===== config.mk =====
export PLATFORM = sky130hd
export DESIGN_NAME = multi_blink
export DESIGN_NICKNAME = d
export VERILOG_FILES = /design/src/rtl/multi_blink.sv
export SDC_FILE = /design/constraint.sdc
export NUM_CORES = 1
export LEC_CHECK = 0
export CORE_UTILIZATION = 47
export CTS_CLUSTER_DIAMETER = 150
export DETAILED_ROUTE_END_ITERATION = 16
export GPL_TIMING_DRIVEN = 0
export PLACE_DENSITY_LB_ADDON = 0.08
export SYNTH_ARGS = -nofsm -noshare
export SYNTH_HDL_FRONTEND = slang
export SYNTH_SLANG_ARGS = --single-unit

===== constraint.sdc =====
create_clock -name clk -period 4.65 [get_ports clk]
set_input_delay 0.93 -clock clk [delete_from_list [all_inputs] [get_ports clk]]
set_output_delay 0.93 -clock clk [all_outputs]
set_load 0.005 [all_outputs]

===== src/rtl/multi_blink.sv =====
// Multi-channel LED blinker: each channel runs OFF / ON / BLINK / ONESHOT with its own
// runtime-programmable phase length, written through a single channel-addressed config port.
module multi_blink #(
   parameter int  NCH   = 4,
   parameter int  CBITS = 17,
   localparam int CHW   = (NCH > 1) ? $clog2(NCH) : 1
) (
   input  logic             clk,
   input  logic             rst,
   input  logic             cfg_we,
   input  logic [CHW-1:0]   cfg_ch,
   input  logic [1:0]       cfg_mode,
   input  logic [CBITS-1:0] cfg_period,
   output logic [NCH-1:0]   led,
   output logic [NCH-1:0]   flg,
   output logic [NCH-1:0]   busy
);

   localparam logic [1:0]       M_OFF     = 2'd0;
   localparam logic [1:0]       M_ON      = 2'd1;
   localparam logic [1:0]       M_BLINK   = 2'd2;
   localparam logic [1:0]       M_ONESHOT = 2'd3;
   localparam logic [CBITS-1:0] CNT_ONE   = CBITS'(1);

   logic [NCH-1:0]       w_wr;
   logic [2*NCH-1:0]     w_mode_flat;
   logic [NCH*CBITS-1:0] w_period_flat;

   for (genvar i = 0; i < NCH; i++) begin : g_ch
      localparam logic [CHW-1:0] CH_ID = CHW'(i);

      logic [1:0]       r_mode, w_mode_nxt;
      logic [CBITS-1:0] r_cnt, w_cnt_nxt;
      logic [CBITS-1:0] r_period, w_period_nxt;
      logic             r_led, w_led_nxt;
      logic             r_flg, w_flg_nxt;
      logic             w_wrap;

      // Out-of-range channel numbers match no CH_ID, so such writes fall on the floor.
      assign w_wr[i] = cfg_we && (cfg_ch == CH_ID);
      assign w_wrap  = (r_cnt == r_period);

      // Next-state: a config write always beats a wrap on the same edge.
      always_comb begin
         w_mode_nxt   = r_mode;
         w_period_nxt = r_period;
         w_cnt_nxt    = r_cnt;
         w_led_nxt    = r_led;
         w_flg_nxt    = 1'b0;
         if (w_wr[i]) begin
            w_mode_nxt   = cfg_mode;
            w_period_nxt = cfg_period;
            w_cnt_nxt    = '0;
            w_led_nxt    = (cfg_mode != M_OFF);
         end else begin
            case (r_mode)
               M_OFF: begin
                  w_cnt_nxt = '0;
                  w_led_nxt = 1'b0;
               end
               M_ON: begin
                  w_cnt_nxt = '0;
                  w_led_nxt = 1'b1;
               end
               M_BLINK: begin
                  if (w_wrap) begin
                     w_cnt_nxt = '0;
                     w_led_nxt = ~r_led;
                     w_flg_nxt = 1'b1;
                  end else begin
                     w_cnt_nxt = r_cnt + CNT_ONE;
                  end
               end
               M_ONESHOT: begin
                  if (w_wrap) begin
                     w_cnt_nxt  = '0;
                     w_led_nxt  = 1'b0;
                     w_flg_nxt  = 1'b1;
                     w_mode_nxt = M_OFF;
                  end else begin
                     w_cnt_nxt = r_cnt + CNT_ONE;
                  end
               end
               default: begin
                  w_mode_nxt = M_OFF;
                  w_cnt_nxt  = '0;
                  w_led_nxt  = 1'b0;
               end
            endcase
         end
      end

      // State register with asynchronous reset to OFF and a full-scale period.
      always_ff @(posedge clk or posedge rst) begin
         if (rst) begin
            r_mode   <= M_OFF;
            r_period <= '1;
            r_cnt    <= '0;
            r_led    <= 1'b0;
            r_flg    <= 1'b0;
         end else begin
            r_mode   <= w_mode_nxt;
            r_period <= w_period_nxt;
            r_cnt    <= w_cnt_nxt;
            r_led    <= w_led_nxt;
            r_flg    <= w_flg_nxt;
         end
      end

      assign led[i]  = r_led;
      assign flg[i]  = r_flg;
      assign busy[i] = r_mode[1];

      assign w_mode_flat[2*i +: 2]           = r_mode;
      assign w_period_flat[CBITS*i +: CBITS] = r_period;
   end

   multi_blink_chk #(.NCH(NCH), .CBITS(CBITS)) u_chk (
      .clk      (clk),
      .rst      (rst),
      .i_wr     (w_wr),
      .i_mode   (w_mode_flat),
      .i_period (w_period_flat),
      .i_led    (led),
      .i_flg    (flg),
      .i_busy   (busy)
   );

endmodule

// Per-channel behavioural invariants of the blinker.
module multi_blink_chk #(
   parameter int NCH   = 4,
   parameter int CBITS = 17
) (
   input logic                 clk,
   input logic                 rst,
   input logic [NCH-1:0]       i_wr,
   input logic [2*NCH-1:0]     i_mode,
   input logic [NCH*CBITS-1:0] i_period,
   input logic [NCH-1:0]       i_led,
   input logic [NCH-1:0]       i_flg,
   input logic [NCH-1:0]       i_busy
);

   for (genvar i = 0; i < NCH; i++) begin : g_chk
      a_blink_gap: assert property (@(posedge clk) disable iff (rst)
         (i_flg[i] && (i_mode[2*i +: 2] == 2'd2) && (i_period[CBITS*i +: CBITS] != '0))
            |=> !i_flg[i]);

      a_flg_busy: assert property (@(posedge clk) disable iff (rst)
         i_flg[i] |-> $past(i_busy[i]));

      a_led_cause: assert property (@(posedge clk) disable iff (rst)
         (i_led[i] != $past(i_led[i])) |-> ($past(i_wr[i]) || i_flg[i]));
   end

endmodule

; Yosys cells after proc, flatten, opt, wreduce, memory -nomap -nowiden
; Cells that the tools add are included.
[op_classes]
n_addsub = 4
eq_ne = 27
mux = 52
bitwise_logic = 4
n_reduce_logical = 34
[ops]
columns = cell, count
row1 = 17-bit two-way mux, 8
row2 = 17-bit case mux with 2 select lines, 4
row3 = "17-bit by 1-bit adder with 17-bit output, second input constant", 4
row4 = 17-bit equality test, 4
row5 = 1-bit two-way mux, 24
row6 = 2-bit two-way mux, 12
row7 = "3-bit by 2-bit inequality test with 1-bit output, second input constant", 8
row8 = "2-bit equality test, second input constant", 10
row9 = 2-bit nonzero test, 9
row10 = 1-bit case mux with 4 select lines, 4
row11 = 2-bit AND reduction, 8
row12 = 2-bit OR reduction, 8
row13 = "2-bit by 1-bit equality test with 1-bit output, second input constant", 5
row14 = 2-bit logical NOT, 5
row15 = 1-bit logical AND, 4
row16 = 1-bit NOT, 4
[word_totals]
reg_bits = 152
input_bits = 24
wordCells = 141

; Depth between registers and ports, before layout
[logic_depth]
depth_word = 4
ltp_mapped = 7
mapped_depth_nobuf = 6

; Least setup slack after synthesis
; Ideal clock, no wire load.
[synth_path]
path_kind = in2reg
start = in cfg_ch[1]
end = reg g_ch[0].r_led
setup_time_ns = 0.125
t_arrival_ns = 1.932
required_time_ns = 4.525
setup_slack_ns = 2.594
stages = 4
path_cell_list = nor3b_2 > nor2_1 > o21ai_4 > mux2_2
[synth_between]
elab_chain_len = 4
word_cells_on_any_way = 6
[synth_rtl]
columns = element, line_no
row1 = start: declaration, 11  ; input logic [CHW-1:0] cfg_ch,
row2 = 2-bit logical NOT *, 40  ; assign w_wr[i] = cfg_we && (cfg_ch == CH_ID);
row3 = 1-bit logical AND *, 40
row4 = 3-bit by 2-bit inequality test with 1-bit output (no source line), --
row5 = 2-bit AND reduction (no source line), --
row6 = end signal: assignment, 105  ; r_led <= w_led_nxt;
row7 = end: declaration, 35  ; logic r_led, w_led_nxt;
; Every way passes the cells marked *; elsewhere a longest branch is shown, timed or not.
; A chain may end at the register's enable or synchronous reset.

; Worst setup path after layout
[layout_path]
start = in cfg_we
end = reg g_ch[0].r_led
[layout_between]
elab_chain_len = 3
word_cells_on_any_way = 5
[layout_rtl]
columns = element, line_no
row1 = start: declaration, 10  ; input logic cfg_we,
row2 = 1-bit logical AND *, 40
row3 = 3-bit by 2-bit inequality test with 1-bit output (no source line), --
row4 = 2-bit AND reduction (no source line), --
; Marked as above.

==> report_table.html <==
<table>
<tr><th>Metric</th><th>Value</th></tr>
<tr><th colspan="2">Run status</th></tr>
<tr><td>Outcome</td><td>completed</td></tr>
<tr><th colspan="2">Clocking</th></tr>
<tr><td>CTS Root Cell</td><td>sky130_fd_sc_hd__clkbuf_16</td></tr>
<tr><td>Number of clock sinks</td><td>152</td></tr>
<tr><td>Clock-pin slew on the worst setup and hold paths</td><td>0.06 ns</td></tr>
<tr><td>Post-CTS Resized</td><td>0</td></tr>
<tr><td>Total clock buffers created by CTS</td><td>17</td></tr>
<tr><td>Setup bufs post-CTS</td><td>0</td></tr>
<tr><td>TritonCTS clock tree</td><td>done</td></tr>
<tr><td>Number of buffers added to fix hold violations after cts</td><td>0</td></tr>
<tr><td>Maximum level of the CTS H-tree</td><td>4</td></tr>
<tr><td>Clock network latency to the later pin of the worst-skew pair</td><td>0.42 ns</td></tr>
<tr><td>CTS Buffer Depth</td><td>2</td></tr>
<tr><th colspan="2">Place</th></tr>
<tr><td>Worst setup timing slack at the placement stage</td><td>1.73 ns</td></tr>
<tr><td>I/O Buffers</td><td>35</td></tr>
<tr><td>Placed wire-length estimate</td><td>11700 um</td></tr>
<tr><td>Routability congestion estimate from global placement</td><td>0.789</td></tr>
<tr><th colspan="2">Cells and area</th></tr>
<tr><td>Antenna cells</td><td>0</td></tr>
<tr><td>Area delta synth-&gt;final</td><td>17.6%</td></tr>
<tr><td>Layout cells sized above 1</td><td>24.6%</td></tr>
<tr><td>Number of filler instances in the final layout</td><td>1318</td></tr>
<tr><td>Post-layout nets</td><td>784</td></tr>
<tr><th colspan="2">Critical path</th></tr>
<tr><td>Crit path arrival time</td><td>2.75 ns</td></tr>
<tr><td>Logic depth of the worst register-to-register path</td><td>6</td></tr>
<tr><td>Required time worst endpoint</td><td>4.95 ns</td></tr>
<tr><td>Crit path launch type</td><td>input port</td></tr>
<tr><td>Startpoint of the worst-slack reg-to-reg timing path</td><td>g_ch[3].r_cnt[5]</td></tr>
<tr><td>Crit Path Category</td><td>input port to register</td></tr>
<tr><td>Worst-path fanout max</td><td>10</td></tr>
<tr><td>Register-to-register path setup slack</td><td>2.66 ns</td></tr>
<tr><td>Reg2Reg Capture Point</td><td>g_ch[3].r_led</td></tr>
<tr><td>Type of element capturing the critical path</td><td>register</td></tr>
<tr><th colspan="2">STA</th></tr>
<tr><td>Headroom to the max-slew limit</td><td>56.0%</td></tr>
<tr><td>Setup TNS Final</td><td>0 ns</td></tr>
<tr><td>Final Cycle Share</td><td>52.8%</td></tr>
<tr><td>Slew of the pin with the lowest slew margin</td><td>0.657 ns</td></tr>
<tr><td>Unrepaired setup endpoints after global routing</td><td>false</td></tr>
<tr><td>Fin Clk Skew</td><td>0.00607 ns</td></tr>
<tr><td>Final worst-path setup slack</td><td>2.20 ns</td></tr>
<tr><td>Final count of pins violating max slew</td><td>0</td></tr>
<tr><td>Peak Freq</td><td>0.408 GHz</td></tr>
<tr><td>Final number of hold-violating endpoints</td><td>0</td></tr>
<tr><td>Minimum clock period</td><td>2.45 ns</td></tr>
<tr><td>Final setup viols</td><td>0</td></tr>
<tr><td>WHS</td><td>0.469 ns</td></tr>
<tr><th colspan="2">Die</th></tr>
<tr><td>Core Box Area</td><td>15400 sq um</td></tr>
<tr><td>Chip Width</td><td>128 um</td></tr>
<tr><td>Boundary pin count</td><td>36</td></tr>
<tr><td>Floorplan die area</td><td>16500 sq um</td></tr>
<tr><td>Core Rows</td><td>45</td></tr>
<tr><td>Overall die height</td><td>128 um</td></tr>
<tr><td>Initial core utilization</td><td>48.8%</td></tr>
<tr><th colspan="2">Power</th></tr>
<tr><td>Peak ir drop on the vdd network</td><td>0.290 mV</td></tr>
<tr><td>P_leak</td><td>3.86 nW</td></tr>
<tr><td>Cell Pwr Density</td><td>411 nW/um^2</td></tr>
<tr><th colspan="2">Run</th></tr>
<tr><td>Maximum capacitance violations</td><td>0</td></tr>
<tr><th colspan="2">Global routing</th></tr>
<tr><td>Pin count of the biggest net entering global routing</td><td>44</td></tr>
<tr><td>Global-route usage over all layers</td><td>21.8%</td></tr>
<tr><td>Overflow left after global routing</td><td>0</td></tr>
<tr><td>Initial antenna violation count</td><td>0</td></tr>
<tr><td>Vias in the first global route</td><td>5072</td></tr>
<tr><td>First-pass GRT wire length</td><td>26700 um</td></tr>
<tr><th colspan="2">Route</th></tr>
<tr><td>Drt drc</td><td>0</td></tr>
<tr><td>Routed via count</td><td>4884</td></tr>
<tr><td>Total wire length</td><td>16200 um</td></tr>
<tr><td>Vias per cell</td><td>5.05</td></tr>
<tr><td>Number of detailed-routing iterations run before antenna repair</td><td>4</td></tr>
<tr><td>ANT nets after route</td><td>0</td></tr>
<tr><td>Detailed-route wire length per cell</td><td>16.8 um</td></tr>
<tr><td>Number of DRC violations after detailed-routing iteration 0</td><td>239</td></tr>
<tr><th colspan="2">Hold path</th></tr>
<tr><td>Hold Path Stages</td><td>2</td></tr>
<tr><td>Hold/Removal Path Class</td><td>register to register</td></tr>
<tr><td>Sink of the worst hold path</td><td>g_ch[0].r_period[12]</td></tr>
<tr><td>Hold_sp</td><td>g_ch[0].r_period[12]</td></tr>
<tr><th colspan="2">Synthesis</th></tr>
<tr><td>Number of register bits inferred by synthesis</td><td>152</td></tr>
<tr><td>Post-synthesis instance total</td><td>686</td></tr>
<tr><td>Net count after synthesis</td><td>726</td></tr>
<tr><td>Area of the mapped netlist</td><td>7500 sq um</td></tr>
<tr><td>Number of distinct library cells after synthesis</td><td>32</td></tr>
<tr><td>Sequential area share after synthesis</td><td>51.9%</td></tr>
<tr><td>Count of warnings emitted by yosys</td><td>0</td></tr>
<tr><td>Mean instance size in the synthesized netlist</td><td>10.9 sq um</td></tr>
</table>
## cell usage in the layout, fill, tap and decap left out, types with 16 or more instances in the layout
cell,instances
sky130_fd_sc_hd__clkbuf_16,17
sky130_fd_sc_hd__dfrtp_1,84
sky130_fd_sc_hd__mux2_2,52
sky130_fd_sc_hd__ha_1,16
sky130_fd_sc_hd__inv_1,21
sky130_fd_sc_hd__xor2_1,94
sky130_fd_sc_hd__dfstp_2,68
sky130_fd_sc_hd__nand2_1,76
sky130_fd_sc_hd__clkdlybuf4s50_1,35
sky130_fd_sc_hd__nand3_1,34
sky130_fd_sc_hd__xnor2_1,34
sky130_fd_sc_hd__nor2_1,83
## stage by stage
stage	util (%)	instance area, sq um	instances	power (mW)
5_1_grt	57.3	8810	968	3.79
6_report	57.3	8810	968	3.62
3_3_place_gp	52.8	8120	932	2.19
3_5_place_dp	53.4	8200	936	2.22
2_1_floorplan	-	7500	686	2.02
4_1_cts	57.3	8810	968	3.66
## layout make-up
cell class              instances  area [sq um]  share of cell area (%)
flip-flops and latches        152          3890                    44.1
multi-input cells             483          3350                    38.0
repair buffers                 39           438                    4.97
clock buffers                  19           433                    4.91
well taps                     211           264                    3.00
clock inverters                13           178                    2.02
plain buffers                  29           175                    1.99
inverters                      22          86.3                   0.979
## critical path, stage by stage
cell and delay (ns):
sky130_fd_sc_hd__clkdlybuf4s50_1 0.53, sky130_fd_sc_hd__nor3b_2 0.58, sky130_fd_sc_hd__nor2_1 0.17, sky130_fd_sc_hd__o21ai_4 0.16, sky130_fd_sc_hd__mux2_2 0.37
## Yosys cell counts (all sizes together)
| cell | number | area [sq um] |
|---|---|---|
| nand3b | 2 | 15.0 |
| xor2 | 94 | 823 |
| nor3b | 1 | 12.5 |
| ha | 16 | 200 |
| and3 | 11 | 68.8 |
| o21bai | 3 | 56.3 |
| nand4 | 11 | 68.8 |
| xnor2 | 34 | 298 |
| inv | 22 | 82.6 |
| nor2 | 83 | 312 |
| or3b | 3 | 31.3 |
| o22ai | 12 | 75.1 |
| nor3 | 17 | 95.1 |
| mux2 | 55 | 619 |
| dfrtp | 84 | 2100 |
| nand3 | 34 | 170 |
| and4 | 6 | 57.6 |
| buf | 18 | 134 |
| clkbuf | 11 | 41.3 |
| dfstp | 68 | 1790 |
| nor2b | 4 | 25.0 |
| o21ai | 8 | 51.3 |
| nor4 | 13 | 87.6 |
| nand2 | 76 | 285 |
## report_power, final
part / switching, mW / internal (mW)
registers: 0.122 / 1.55
clock network: 0.531 / 0.895
logic: 0.250 / 0.274
total: 0.903 / 2.72
## flip-flops by register name, indices dropped and copies added, names as in the netlist
register / flops
g_ch.r_cnt: 68
g_ch.r_period: 68
g_ch.r_mode: 8
g_ch.r_flg: 4
g_ch.r_led: 4
## routing by layer
| metal | routed length [um] | vias to the layer above | GRT usage [%] |
|---|---|---|---|
| met1 | 7650 | 2411 | 29.1 |
| li1 | - | 2399 | - |
| met3 | 493 | 13 | 4.17 |
| met2 | 7870 | 61 | 36.1 |
| met5 | 0 | - | 0 |
| met4 | 210 | 0 | 6.64 |
## worst max path at each step
| stage | from | end | cells after the start |
|---|---|---|---|
| global placement | rst | g_ch[0].r_cnt[3] | 2 |
| detailed placement | cfg_we | g_ch[0].r_led | 5 |
| floorplan | rst | g_ch[0].r_cnt[0] | 1 |
| CTS | cfg_we | g_ch[0].r_led | 5 |
| finish | cfg_we | g_ch[0].r_led | 5 |
| global route | cfg_we | g_ch[0].r_led | 5 |
## cells by family (layout without fill, tap and decap cells)
logic type	after synthesis	count (layout)	synth area share, %
simple gates	261	261	16.4
xor+xnor	128	128	15.0
buf+inv	51	122	3.44
compound gates	23	23	2.44
mux	55	55	8.26
flops	152	152	51.9
fa+ha+maj	16	16	2.67
No activity file was read; power rests on OpenSTA's default activity.
